### config.mk
export PLATFORM = sky130hd
export DESIGN_NAME = polyphase_fir_mac
export DESIGN_NICKNAME = d
export VERILOG_FILES = /design/src/rtl/polyphase_fir_mac.sv
export SDC_FILE = /design/constraint.sdc
export NUM_CORES = 1
export LEC_CHECK = 0
export ABC_AREA = 1
export BUFFER_PORTS_ARGS = -buffer_cell sky130_fd_sc_hd__buf_2
export CORE_ASPECT_RATIO = 0.9
export CORE_MARGIN = 1
export CORE_UTILIZATION = 65
export DETAILED_ROUTE_END_ITERATION = 10
export HOLD_SLACK_MARGIN = 0.06
export PLACE_DENSITY = 0.83
export SYNTH_ARGS = -nofsm -noshare
export SYNTH_HDL_FRONTEND = slang
export SYNTH_SLANG_ARGS = --single-unit
### constraint.sdc
create_clock -name sys_clk -period 9.5 [get_ports sys_clk]
set_clock_uncertainty 0.2 [all_clocks]
set_input_delay 1.9 -clock sys_clk [delete_from_list [all_inputs] [get_ports sys_clk]]
set_output_delay 1.9 -clock sys_clk [all_outputs]
set_load 0.01 [all_outputs]
### src/rtl/polyphase_fir_mac.sv
// Polyphase FIR MAC stage: TAPS multiply-accumulates per output against a phase-indexed
// coefficient ROM, then round/saturate and one output-buffer write that doubles as the upstream advance strobe.
module polyphase_fir_mac #(
   parameter int TAPS  = 21,
   parameter int I     = 3,
   parameter int NOUT  = 576,
   parameter int DW    = 16,
   parameter int ACC_W = 40,
   parameter int SHIFT = 15
) (
   input  logic          sys_clk,
   input  logic          reset,
   input  logic          FirStart,
   input  logic [1:0]    FirInSel,
   input  logic [DW-1:0] InBufDoutb,
   output logic [5:0]    CoefAddr,
   input  logic [DW-1:0] CoefDout,
   output logic [9:0]    OutBufAddra,
   output logic [DW-1:0] OutBufDina,
   output logic          OutBufwea,
   output logic          FirBusy,
   output logic          FirDone
);
   typedef enum logic [2:0] {IDLE, MAC, DRAIN, WRITE, DONE} state_t;
   localparam int STAGES = 1;
   localparam logic signed [ACC_W:0] HALF = (ACC_W+1)'(2**(SHIFT-1));
   localparam logic signed [ACC_W:0] MAXV = (ACC_W+1)'(2**(DW-1)-1);
   localparam logic signed [ACC_W:0] MINV = -MAXV - 1;

   state_t                  state;
   logic [4:0]              tap;
   logic [1:0]              phase, sel_eff, ph_c;
   logic [STAGES:0]         vld_pipe, first_pipe;
   logic signed [2*DW-1:0]  prod;
   logic signed [ACC_W-1:0] acc;
   logic [9:0]              addr;
   logic signed [ACC_W:0]   rsum, rsh;
   logic [DW-1:0]           rsat;

   // Out-of-range phase selects fold to phase 0; on tap 0 the live select is used directly.
   assign sel_eff     = (FirInSel < 2'(I)) ? FirInSel : 2'd0;
   assign ph_c        = (tap == 5'd0) ? sel_eff : phase;
   assign CoefAddr    = (state == MAC) ? 6'(ph_c) * 6'(TAPS) + 6'(tap) : 6'd0;
   assign OutBufAddra = addr;
   assign FirBusy     = (state == MAC) || (state == DRAIN) || (state == WRITE);
   assign FirDone     = (state == DONE);

   always_comb begin
      rsum = (ACC_W+1)'(acc) + HALF;
      rsh  = rsum >>> SHIFT;
      if (rsh > MAXV)      rsat = MAXV[DW-1:0];
      else if (rsh < MINV) rsat = MINV[DW-1:0];
      else                 rsat = rsh[DW-1:0];
   end

   always_ff @(posedge sys_clk) begin
      if (!reset) begin
         state      <= IDLE;
         tap        <= '0;
         phase      <= '0;
         vld_pipe   <= '0;
         first_pipe <= '0;
         prod       <= '0;
         acc        <= '0;
         addr       <= '0;
         OutBufDina <= '0;
         OutBufwea  <= 1'b0;
      end else begin
         // vld_pipe[0]: operands on the read ports; vld_pipe[1]: product registered
         vld_pipe   <= {vld_pipe[STAGES-1:0], state == MAC};
         first_pipe <= {first_pipe[STAGES-1:0], tap == 5'd0};
         if (vld_pipe[0]) prod <= $signed(InBufDoutb) * $signed(CoefDout);
         if (vld_pipe[1]) acc  <= first_pipe[1] ? ACC_W'(prod) : acc + ACC_W'(prod);
         OutBufwea <= 1'b0;
         case (state)
            IDLE: if (FirStart) begin
               state <= MAC;
               addr  <= '0;
               tap   <= '0;
            end
            MAC: begin
               if (tap == 5'd0) phase <= sel_eff;
               if (tap == 5'(TAPS-1)) begin
                  tap   <= '0;
                  state <= DRAIN;
               end else tap <= tap + 5'd1;
            end
            DRAIN: if (tap == 5'd2) begin
               tap        <= '0;
               state      <= WRITE;
               OutBufwea  <= 1'b1;
               OutBufDina <= rsat;
            end else tap <= tap + 5'd1;
            WRITE: if (addr == 10'(NOUT-1)) state <= DONE;
               else begin
                  addr  <= addr + 10'd1;
                  state <= MAC;
               end
            DONE:    state <= IDLE;
            default: state <= IDLE;
         endcase
      end
   end
endmodule
After elaboration in Yosys (flattened, before gate mapping)
Index checks and enable logic that the tools add are counted.

Register bits: 113.

Multiply operators: 2. Add/sub/neg operators: 5. Magnitude comparators: 3. Mux-type cells: 19. Reduce and logical (&&, ||, !) cells: 11. Equal/unequal tests: 11.

Operators with widths (number): 40-bit by 16-bit adder with 41-bit output, second input constant (1); 40-bit by 32-bit adder with 40-bit output (1); 40-bit two-way mux (1); 16-bit by 16-bit multiplier with 32-bit output (1); 16-bit two-way mux (2); 26-bit by 16-bit > comparator with 1-bit output, second input constant (1); 26-bit by 16-bit less-than comparator with 1-bit output, second input constant (1); 10-bit two-way mux (2); 10-bit case mux with 2 select lines (1); 5-bit two-way mux (3); 5-bit case mux with 3 select lines (1); 3-bit two-way mux (4); 3-bit case mux with 4 select lines (1); 10-bit by 1-bit adder with 10-bit output, second input constant (1); 10-bit == test, second input constant (1); 6-bit by 5-bit adder with 6-bit output (1); 3-bit by 2-bit == test with 1-bit output, second input constant (2); 2-bit by 5-bit multiplier with 6-bit output, second input constant (1); 6-bit two-way mux (1); 2-bit AND reduction (3); 3-bit AND reduction (2); 5-bit by 1-bit adder with 5-bit output, second input constant (1); 5-bit by 2-bit == test with 1-bit output, second input constant (1); 5-bit == test, second input constant (1); other kinds (12) (16).

Logic depth before layout (Yosys ltp)
Gate-level depths: netlist of the first run.

Depth after elaboration: 6. Mapped depth: 28.

Least setup slack after synthesis of the first run
No wires, ideal clock.

Path type: input-to-reg. Start: input port CoefDout[4]. End: register prod[31]. Library setup time: 0.109 ns. Path buffers: 2. Arrival: 7.320 ns. Cell stages on the path: 25. Path slack: 1.872 ns. Path through: clkbuf_1 clkbuf_1 nand2_1 inv_1 fa_1 inv_1 fa_1 inv_1 fa_1 fa_1 fa_1 inv_1 fa_1 inv_1 ha_1 a21oi_1 o21ai_0 a21oi_1 nor2_1 a211oi_1 nor2_1 nor2_1 nand2_1 nand2_1 inv_1.

Cells in the longest elaborated chain, start to end: 1.

RTL lines: start, declared (line 17) `input logic [DW-1:0] CoefDout,`; 16-bit by 16-bit multiplier with 32-bit output (line 72) `if (vld_pipe[0]) prod <= $signed(InBufDoutb) * $signed(CoefDout);`; end signal, assigned (line 72); end, declared (line 34) `logic signed [2*DW-1:0] prod;`.

No other way between the ends. A chain may end at the register's enable or synchronous reset.

Worst setup path in the final report of the first run
Start: input port CoefDout[1]. End: register prod[24].

The elaborated chain is that of the path after synthesis.

==> results of run 1 <==
-- cell families after synthesis --
kind of cell,after synthesis,synth area share [%]
buf+inv,780,15.51
fa+ha+maj,399,36.70
flops,113,11.90
xor+xnor,55,2.535
compound gates,405,11.67
simple gates,1000,21.68
-- worst min path at each step --
stage | cells after the start | from | slack, ns | to
2_1_floorplan | 2 | first_pipe[0] | 0.19 | first_pipe[1]
3_3_place_gp | 2 | first_pipe[0] | 0.20 | first_pipe[1]
3_5_place_dp | 2 | first_pipe[0] | 0.21 | first_pipe[1]
4_1_cts | 2 | first_pipe[0] | 0.24 | first_pipe[1]
5_1_grt | 2 | first_pipe[0] | 0.27 | first_pipe[1]
6_report | 2 | first_pipe[0] | 0.23 | first_pipe[1]
-- cell usage after synthesis (3+ instances only) --
cell / n
a31o_2: 5
nor2_4: 3
nor2_2: 5
buf_1: 4
a211oi_1: 6
or2_2: 12
dfxtp_1: 113
nor4_1: 4
a21oi_1: 184
fa_1: 264
nand3b_1: 4
o21ai_0: 146
inv_2: 4
inv_1: 683
o21bai_1: 15
nor3_1: 24
xnor2_1: 16
nand4_1: 29
nand2_1: 606
a21o_1: 8
a31oi_1: 9
a21boi_0: 8
ha_1: 135
nand2_2: 5
nand3_1: 89
clkbuf_1: 85
xor2_1: 39
o21a_1: 4
o211ai_1: 13
nor2_1: 210
-- flip-flops by register name, summed over array words and instances (netlist names) --
register	cells
first_pipe	2
phase	2
tap	5
state	3
vld_pipe	2
OutBufwea	1
OutBufDina	16
OutBufAddra	10
acc	40
prod	32
-- per-layer routing --
metal | wire length [um] | global-route usage (%)
met1 | 21710 | 48.29
met2 | 22400 | 57.30
met3 | 4372 | 5.388
met4 | 874 | 8.060
met5 | 0 | 0
-- tightest hold or removal path, cell delays in order (launching register included) --
cell and delay, ns:
dfxtp_1 0.31, nand2_1 0.05, inv_1 0.04
-- through the flow --
step | hold slack [ns] | instance area (sq um) | std cells | worst slack [ns] | util [%]
3_5_place_dp | 0.2144 | 19500 | 3104 | 1.351 | 67.73
4_1_cts | 0.2358 | 20080 | 3136 | 1.763 | 69.73
5_1_grt | 0.2708 | 20080 | 3136 | 1.222 | 69.73
3_3_place_gp | 0.1973 | 19500 | 3104 | 1.415 | 67.73
2_1_floorplan | 0.1905 | 19000 | 2752 | 1.872 | -
6_report | 0.2310 | 20080 | 3136 | 1.610 | 69.73
-- final cells by class --
class / instances / area share, %
inverters: 689 / 12.88
clock buffers: 17 / 2.119
multi-input cells: 1859 / 68.71
clock inverters: 15 / 0.7479
well taps: 366 / 2.281
flip-flops and latches: 113 / 11.27
repair buffers: 77 / 1.994
==> parameters.txt, run 1 <==
Parameter                              Value

Worst setup path
  Source of the worst register-to-register timing path ... prod[0]
  Category of the critical setup timing path ... in2reg
  CP cell instances ... buf_2 > nand2_1 > inv_1 > fa_1 > inv_1 > fa_1 > fa_1 > inv_1 > fa_1 > fa_1 > inv_1 > fa_1 > inv_1 > ha_1 > a21oi_1 > o21ai_0 > a21oi_1 > nand3_1 > a21o_1 > xor2_1 > o21bai_1 > inv_1
  Number of buffers and inverters on the critical path ... 7
  CP startpoint ... CoefDout[1]
  Worst stage delay on the critical path ... 0.55 ns
  Family with the most delay on the worst path ... adder cells
  CP arrival ... 8.01 ns
  Critical path data required time ... about 9.6 ns
  End of the worst register-to-register path ... acc[30]
  Cell with the largest stage delay on the worst path ... fa_1
  Sort of element at the end of the critical path ... flop
  Register-to-register path setup slack ... 6.17 ns
  Largest fanout on the critical path ... 16
  Critical Path Sink ... prod[24]
  Instance count on the critical path ... 22
  Crit path launch type ... input pin
  Depth of the worst register-to-register path ... 13

Synth
  Mean area per synthesized cell ... between 6 and 7 sq um
  Library cell occupying the most area in the post-synthesis netlist ... fa_1
  Netlist Area Pre-Place ... between 15000 and 20000 sq um
  Synth area leaders ... fa_1 (28%), inv_1 (13%), nand2_1 (12%)
  Mapped Nets ... roughly 3.2k
  Most used flip-flop cell after synthesis ... dfxtp_1
  Cell count after synthesis ... around 2.8k
  Number of warnings issued by yosys ... 0
  EDFF count, synth ... 0
  Share of the synthesized area in the top cell type ... 27.81%
  Synth Register Bits ... around 110
  Async set or reset register ratio after synthesis ... 0%
  Synth cell types ... 47
  Sequential element share of the synthesized area ... 11.90%

Clock tree
  Clock transition at the register clock pins on the worst setup and hold paths after CTS ... 0.06 ns
  Hold buffer count at CTS ... 0
  Clock tree root driver cell ... clkbuf_16
  Clk sinks ... 113
  PostCTS Resize Cnt ... 0
  Post-CTS setup repair buffer count ... 0
  Worst-Skew Late Latency ... 0.43 ns
  Clock tree from TritonCTS ... built
  Total clock buffers created by CTS ... 17
  CTS Buffer Depth ... 2
  Number of H-tree levels ... 4

Placed design
  Placed wire-length estimate ... 40590 um
  Gpl congestion ... 0.9967
  Buffers on Ports ... 71

STA
  Unrepaired setup endpoints after global routing ... no
  Hold violation total from the final report ... 0
  Crit path time final ... 7.890 ns
  Relative slew slack ... 36.81%
  Summed negative setup slack over all endpoints ... 0 ns
  Tightest Pin Transition ... ~0.94 ns
  Final-report setup violation count ... 0
  Period utilisation layout ... ~83%
  Peak Freq ... roughly 130 MHz
  Final number of max-transition violations ... 0

Floorplan
  Core region area ... around 29000 sq um
  Total Die Area ... 29920 sq um
  Overall die height ... 164.2 um
  Placement Rows ... roughly 60
  I/O pin count ... 72
  Die X ... 182.2 um
  Effective utilization at floorplan ... 66.00%

Job
  Number of maximum-capacitance constraint violations ... 0

Hold path
  Worst min path class ... reg2reg

Route
  Drc violations ... 0
  Post-DR wirelength/cell ... 15.74 um
  Vias per cell ... 5.567
  Starting DRC count in detailed routing ... ~1.5k
  Via total after detailed routing ... 17.46k
  Number of detailed-route iterations in the first pass ... 6
  Number of nets still failing antenna checks after routing ... 0
  Wire length reported by the detailed router ... 49360 um

Global route
  Global-route wire length before repair ... 83020 um
  Number of antenna violations at the first check in global routing ... 0
  Gr ovfl total ... 0
  Global router's overall resource usage ... 34.75%
  Maximum number of pins on one net before global-route repair ... 56
  Vias in the first global route ... 17.34k

Finish
  Number of filler cells placed in the layout ... 2497
  Most common library cell in the layout ignoring fill and taps ... inv_1
  Commonest non-fill, non-tap cells in the layout ... inv_1 (683), nand2_1 (606), fa_1 (264)
  Area taken by multi-input logic gates ... around 14000 sq um
  Share of layout cells above drive strength 1 ... 5.415%
  Layout Area Growth over Synthesis ... 5.650%
  Sequential cell area ... 2262 sq um
  Diodes inserted ... 0
  Net count of the finished layout ... 3193

Outcome
  Status ... finished, final reports clean
Power of run 1 is not shown: default switching activity piles up to over one toggle a cycle in this logic, so the estimate is an artifact.
==> run 2, diff against run 1 <==
==> constraint.sdc (replaced) <==
create_clock -name sys_clk -period 8.2 [get_ports sys_clk]
set_clock_uncertainty 0.2 [all_clocks]
set_input_delay 1.64 -clock sys_clk [delete_from_list [all_inputs] [get_ports sys_clk]]
set_output_delay 1.64 -clock sys_clk [all_outputs]
set_load 0.01 [all_outputs]
==> run 2 against run 1 <==
Against the previous run: utilization increased by 0.35 points; worst hold slack worse by 0.020 ns; count of clock-buffer cells in the layout unchanged; register-to-register slack worse by 1.5 ns; sequential share of layout area decreased by 0.056 points; wire length is 4.8% higher; critical endpoint is now prod[25]; largest cell class unchanged.
==> parameters.txt, run 2 (synthesized netlist as in run 1, its figures left out) <==
Parameter                              Value

Outcome
  Status ... finished, final reports clean

Finish
  Layout Area Growth over Synthesis ... 6.176%
  Net count of the finished layout ... 3199 (+0.19%)
  Most common library cell in the layout ignoring fill and taps ... inv_1
  Commonest non-fill, non-tap cells in the layout ... inv_1 (683), nand2_1 (606), fa_1 (264)
  Post-route design area ... 20180 sq um (+0.50%)
  Area taken by multi-input logic gates ... 13790 sq um (unchanged)
  Number of filler cells placed in the layout ... 2477 (-0.80%)
  Share of layout cells above drive strength 1 ... 5.620% (+0.20 points)
  Sequential cell area ... 2262 sq um (unchanged)
  Most flop-heavy register ... acc
  Diodes inserted ... 0 (unchanged)
  Final cell count without fillers ... 3142 (+0.19%)
  Biggest regs ... acc: 40 flops, prod: 32 flops, OutBufDina: 16 flops
  Number of flip-flops under the largest register name ... 40 (unchanged)

STA
  Peak Freq ... 131.3 MHz
  Summed negative setup slack over all endpoints ... 0 ns (unchanged)
  Hold violation total from the final report ... 0 (unchanged)
  Worst Hold Slack ... 0.2107 ns (-0.02029 ns)
  Unrepaired setup endpoints after global routing ... no
  Relative slew slack ... 22.45% (-14 points)
  Tightest Pin Transition ... 1.162 ns (+0.2201 ns)
  Final-report setup violation count ... 0 (unchanged)
  Period utilisation layout ... just over 90%
  Crit path time final ... 7.614 ns
  Final number of max-transition violations ... 0 (unchanged)

Clock tree
  Worst-Skew Late Latency ... 0.43 ns (about the same)
  Clock tree root driver cell ... clkbuf_16
  Post-CTS setup repair buffer count ... 0 (unchanged)
  PostCTS Resize Cnt ... 0 (unchanged)
  Clock tree from TritonCTS ... built
  Clk sinks ... 113 (unchanged)
  Clock transition at the register clock pins on the worst setup and hold paths after CTS ... 0.06 ns (about the same)
  Hold buffer count at CTS ... 0 (unchanged)
  Number of H-tree levels ... 4 (unchanged)
  Total clock buffers created by CTS ... 17 (unchanged)
  CTS Buffer Depth ... 2 (unchanged)

Worst setup path
  Cell with the largest stage delay on the worst path ... fa_1
  Largest fanout on the critical path ... 17 (+1)
  Worst stage delay on the critical path ... 0.55 ns (about the same)
  Most numerous cell on the critical path ... fa_1
  Category of the critical setup timing path ... in2reg
  Number of buffers and inverters on the critical path ... 4 (-3)
  Family with the most delay on the worst path ... adder cells
  CP arrival ... 7.73 ns (-0.28 ns)
  Crit path launch type ... input pin
  Critical path data required time ... 8.32 ns (-1.30 ns)
  CP cell instances ... buf_2 > inv_1 > or2_2 > fa_1 > fa_1 > fa_1 > fa_1 > fa_1 > fa_1 > inv_1 > ha_1 > a21oi_1 > o21ai_0 > a21oi_1 > nand3_1 > a21o_1 > xor2_1 > o21bai_1 > inv_1
  Sort of element at the end of the critical path ... flop

Floorplan
  Overall die height ... 164.2 um (unchanged)
  Die X ... 182.2 um (unchanged)
  I/O pin count ... 72 (unchanged)
  Total Die Area ... 29920 sq um (unchanged)
  Effective utilization at floorplan ... 66.00% (unchanged)
  Placement Rows ... 59 (unchanged)
  Core region area ... 28790 sq um (unchanged)

Placed design
  Placed instance area ... 19550 sq um (+0.23%)
  Placed wire-length estimate ... 42720 um (+5.2%)
  Gpl congestion ... 0.9606 (-3.6%)
  Placed Cells ... 3110 (+0.19%)
  Buffers on Ports ... 71 (unchanged)

Global route
  Vias in the first global route ... 17.69k (+2.0%)
  Global-route wire length before repair ... 87080 um (+4.9%)
  Gr ovfl total ... 0 (unchanged)
  Number of antenna violations at the first check in global routing ... 1 (+1)
  Global router's overall resource usage ... 36.76% (+2.0 points)
  Maximum number of pins on one net before global-route repair ... 55 (-1.8%)

Route
  Number of nets still failing antenna checks after routing ... 0 (unchanged)
  Drc violations ... 0 (unchanged)
  Vias per cell ... 5.569 (about the same)
  Post-DR wirelength/cell ... 16.46 um (+4.6%)
  Starting DRC count in detailed routing ... 1377 (-7.6%)
  Wire length reported by the detailed router ... 51720 um (+4.8%)
  Number of detailed-route iterations in the first pass ... 6 (unchanged)
  Via total after detailed routing ... 17.50k (+0.23%)

Hold path
  Worst min path class ... reg2reg

Job
  Number of maximum-capacitance constraint violations ... 0 (unchanged)
[run 2: cell types whose count changed in the layout (fill, tap and decap cells not counted), sizes merged]
cell and delta:
buf +6, bufinv +3, clkinv +3, clkinvlp -3
inv -3
[run 2: final cells by class]
| type | instances | area share [%] |
|---|---|---|
| Multi-Input combinational cell | 1859 | 68.37 |
| Inverter | 689 | 12.82 |
| Sequential cell | 113 | 11.21 |
| Tap cell | 366 | 2.270 |
| Timing Repair Buffer | 83 | 2.208 |
| Clock buffer | 17 | 2.109 |
| Clock inverter | 15 | 1.017 |
[run 2: tightest hold or removal path, cell delays in order, from the launching register on]
cell	delay (ns)
dfxtp_1	0.30
nand2_1	0.05
inv_1	0.04
[run 2: final timing paths]
path / depth (start not counted) / endpoint / startpoint / slack [ns]
setup / recovery: 19 / prod[25] / CoefDout[15] / 0.59
hold / removal: 2 / first_pipe[1] / first_pipe[0] / 0.21
setup reg to reg: 13 / acc[30] / prod[0] / 4.70
hold reg to reg: 2 / first_pipe[1] / first_pipe[0] / 0.21
[run 2: through the flow]
step / setup slack [ns] / util (%)
3_3_place_gp: 0.3033 / 67.89
4_1_cts: 0.7293 / 70.08
6_report: 0.5856 / 70.08
2_1_floorplan: 0.8316 / -
5_1_grt: 0.2331 / 70.08
3_5_place_dp: 0.2974 / 67.89
[run 2: per-layer routing]
metal / vias up / wire [um] / GRT usage, %
li1: 8333 / - / -
met1: 8330 / 22950 / 51.23
met2: 744 / 23430 / 59.98
met3: 88 / 4393 / 6.142
met4: 2 / 941 / 8.709
met5: - / 9 / 0
Power of run 2 is left out for the same reason.
==> run 3, diff against run 2 <==
--- a/config.mk
+++ b/config.mk
@@ -6,13 +6,13 @@
 export NUM_CORES = 1
 export LEC_CHECK = 0
 export ABC_AREA = 1
-export BUFFER_PORTS_ARGS = -buffer_cell sky130_fd_sc_hd__buf_2
 export CORE_ASPECT_RATIO = 0.9
 export CORE_MARGIN = 1
 export CORE_UTILIZATION = 65
 export DETAILED_ROUTE_END_ITERATION = 10
+export DONT_BUFFER_PORTS = 1
 export HOLD_SLACK_MARGIN = 0.06
-export PLACE_DENSITY = 0.83
+export PLACE_DENSITY = 0.81
 export SYNTH_ARGS = -nofsm -noshare
 export SYNTH_HDL_FRONTEND = slang
 export SYNTH_SLANG_ARGS = --single-unit
==> run 3 against run 2 <==
Against the previous run: first-iteration DRC count rose by 1.2%; critical path depth rose by 1; count of clock-buffer cells in the layout rose by 2; utilization fell by 1.6 points; design area fell by 2.2%; non-clock buffer count fell by 78; register-to-register slack barely moved; flip-flop and latch count did not move; die area did not move; global-route usage fell by 1.8 points; cell count fell by 2.5%; maximum frequency rose by 1.7%; critical endpoint is now prod[24].
==> parameters.txt, run 3 (synthesized netlist as in run 1, its figures left out) <==
Parameter                              Value

Worst setup path
  Largest fanout on the critical path ... 17 (unchanged)
  Cell with the largest stage delay on the worst path ... fa_1
  CP arrival ... 7.60 ns (-0.13 ns)
  Critical path data required time ... 8.31 ns (about the same)
  Category of the critical setup timing path ... in2reg
  Most numerous cell on the critical path ... fa_1
  Sort of element at the end of the critical path ... flop
  Crit path launch type ... input pin
  CP cell instances ... inv_1 > or2_2 > fa_1 > fa_1 > inv_1 > fa_1 > fa_1 > fa_1 > inv_1 > fa_1 > inv_1 > ha_1 > a21oi_1 > nand2_1 > a21oi_1 > nand3_1 > a21o_1 > xor2_1 > o21bai_1 > inv_1
  Worst stage delay on the critical path ... 0.55 ns (about the same)

Clock tree
  Number of H-tree levels ... 4 (unchanged)
  Clock transition at the register clock pins on the worst setup and hold paths after CTS ... 0.06 ns (about the same)
  Post-CTS setup repair buffer count ... 0 (unchanged)
  PostCTS Resize Cnt ... 0 (unchanged)
  Total clock buffers created by CTS ... 17 (unchanged)
  Clk sinks ... 113 (unchanged)
  Clock tree root driver cell ... clkbuf_16
  Worst-Skew Late Latency ... 0.43 ns (about the same)
  Clock tree from TritonCTS ... built
  CTS Buffer Depth ... 2 (unchanged)
  Hold buffer count at CTS ... 0 (unchanged)

Floorplan
  I/O pin count ... 72 (unchanged)
  Placement Rows ... 59 (unchanged)
  Overall die height ... 164.2 um (unchanged)
  Total Die Area ... 29920 sq um (unchanged)
  Core region area ... 28790 sq um (unchanged)
  Die X ... 182.2 um (unchanged)
  Effective utilization at floorplan ... 66.00% (unchanged)

Finish
  Final cell count without fillers ... 3064 (-2.5%)
  Area taken by multi-input logic gates ... 13790 sq um (unchanged)
  Biggest regs ... acc: 40 flops, prod: 32 flops, OutBufDina: 16 flops
  Layout Area Growth over Synthesis ... 3.826%
  Number of flip-flops under the largest register name ... 40 (unchanged)
  Most flop-heavy register ... acc
  Diodes inserted ... 0 (unchanged)
  Most common library cell in the layout ignoring fill and taps ... inv_1
  Sequential cell area ... 2262 sq um (unchanged)
  Share of layout cells above drive strength 1 ... 2.854% (-2.8 points)
  Commonest non-fill, non-tap cells in the layout ... inv_1 (683), nand2_1 (606), fa_1 (264)
  Number of filler cells placed in the layout ... 2525 (+1.9%)
  Net count of the finished layout ... 3121 (-2.4%)

Route
  Drc violations ... 0 (unchanged)
  Wire length reported by the detailed router ... 50150 um (-3.0%)
  Number of nets still failing antenna checks after routing ... 0 (unchanged)
  Number of detailed-route iterations in the first pass ... 7 (+1)
  Starting DRC count in detailed routing ... 1393 (+1.2%)
  Vias per cell ... 5.610 (+0.74%)
  Via total after detailed routing ... 17.19k (-1.8%)
  Post-DR wirelength/cell ... 16.37 um (-0.58%)

STA
  Unrepaired setup endpoints after global routing ... no
  Hold violation total from the final report ... 0 (unchanged)
  Final number of max-transition violations ... 0 (unchanged)
  Period utilisation layout ... 91.28% (-1.6 points)
  Peak Freq ... 133.6 MHz (+1.7%)
  Summed negative setup slack over all endpoints ... 0 ns (unchanged)
  Tightest Pin Transition ... 1.001 ns (-0.1605 ns)
  Final-report setup violation count ... 0 (unchanged)
  Worst Hold Slack ... 0.2294 ns (+0.01875 ns)
  Relative slew slack ... 33.23% (+11 points)
  Crit path time final ... 7.485 ns (-0.1298 ns)

Placed design
  Placed Cells ... 3032 (-2.5%)
  Gpl congestion ... 0.9597 (about the same)
  Buffers on Ports ... 0 (-100%)
  Placed wire-length estimate ... 40950 um (-4.1%)

Global route
  Gr ovfl total ... 0 (unchanged)
  Maximum number of pins on one net before global-route repair ... 56 (+1.8%)
  Vias in the first global route ... 16.92k (-4.4%)
  Global-route wire length before repair ... 83030 um (-4.6%)
  Global router's overall resource usage ... 35.00% (-1.8 points)
  Number of antenna violations at the first check in global routing ... 0 (-1)

Outcome
  Status ... finished, final reports clean

Hold path
  Worst min path class ... reg2reg

Job
  Number of maximum-capacitance constraint violations ... 0 (unchanged)
==> run 3: changes by cell type in the layout (fill, tap and decap cells not counted), sizes merged <==
cell	change
inv	+2
buf	-78
clkinvlp	+3
clkinv	-5
clkbuf	+2
bufinv	-2
==> run 3: routing by layer <==
metal	GRT usage (%)	routed length (um)	up-vias
met1	50.19	22860	8245
met2	55.73	22350	698
met3	5.765	4155	76
met5	0	0	-
met4	7.678	788	0
li1	-	-	8170
==> run 3: cell type report <==
type	instances	share of cell area, %
clock buffers	19	2.245
well taps	366	2.321
repair buffers	5	0.1903
multi-input cells	1859	69.91
inverters	689	13.11
clock inverters	13	0.7547
flip-flops and latches	113	11.47
==> run 3: worst paths after layout <==
check | cells past startpoint | endpoint | startpoint | slack (ns)
worst max-delay path | 20 | prod[24] | CoefDout[15] | 0.72
worst min-delay path | 2 | first_pipe[1] | first_pipe[0] | 0.23
worst max register to register | 13 | acc[30] | prod[0] | 4.69
worst min register to register | 2 | first_pipe[1] | first_pipe[0] | 0.23
==> run 3: through the flow <==
step	setup WS (ns)	utilization [%]	cell area (sq um)
4_1_cts	0.8373	68.53	19730
6_report	0.7154	68.53	19730
3_5_place_dp	0.4284	66.47	19140
3_3_place_gp	0.4496	66.47	19140
2_1_floorplan	0.8316	-	19000
5_1_grt	0.5025	68.53	19730
==> run 3: worst max-delay path, delay by kind of cell <==
kind	cells	cell delay, ns
fa+ha+maj	7	3.55
compound gates	4	0.98
simple gates	3	0.79
xor+xnor	1	0.15
buf+inv	5	0.46
Power of run 3 is left out for the same reason.
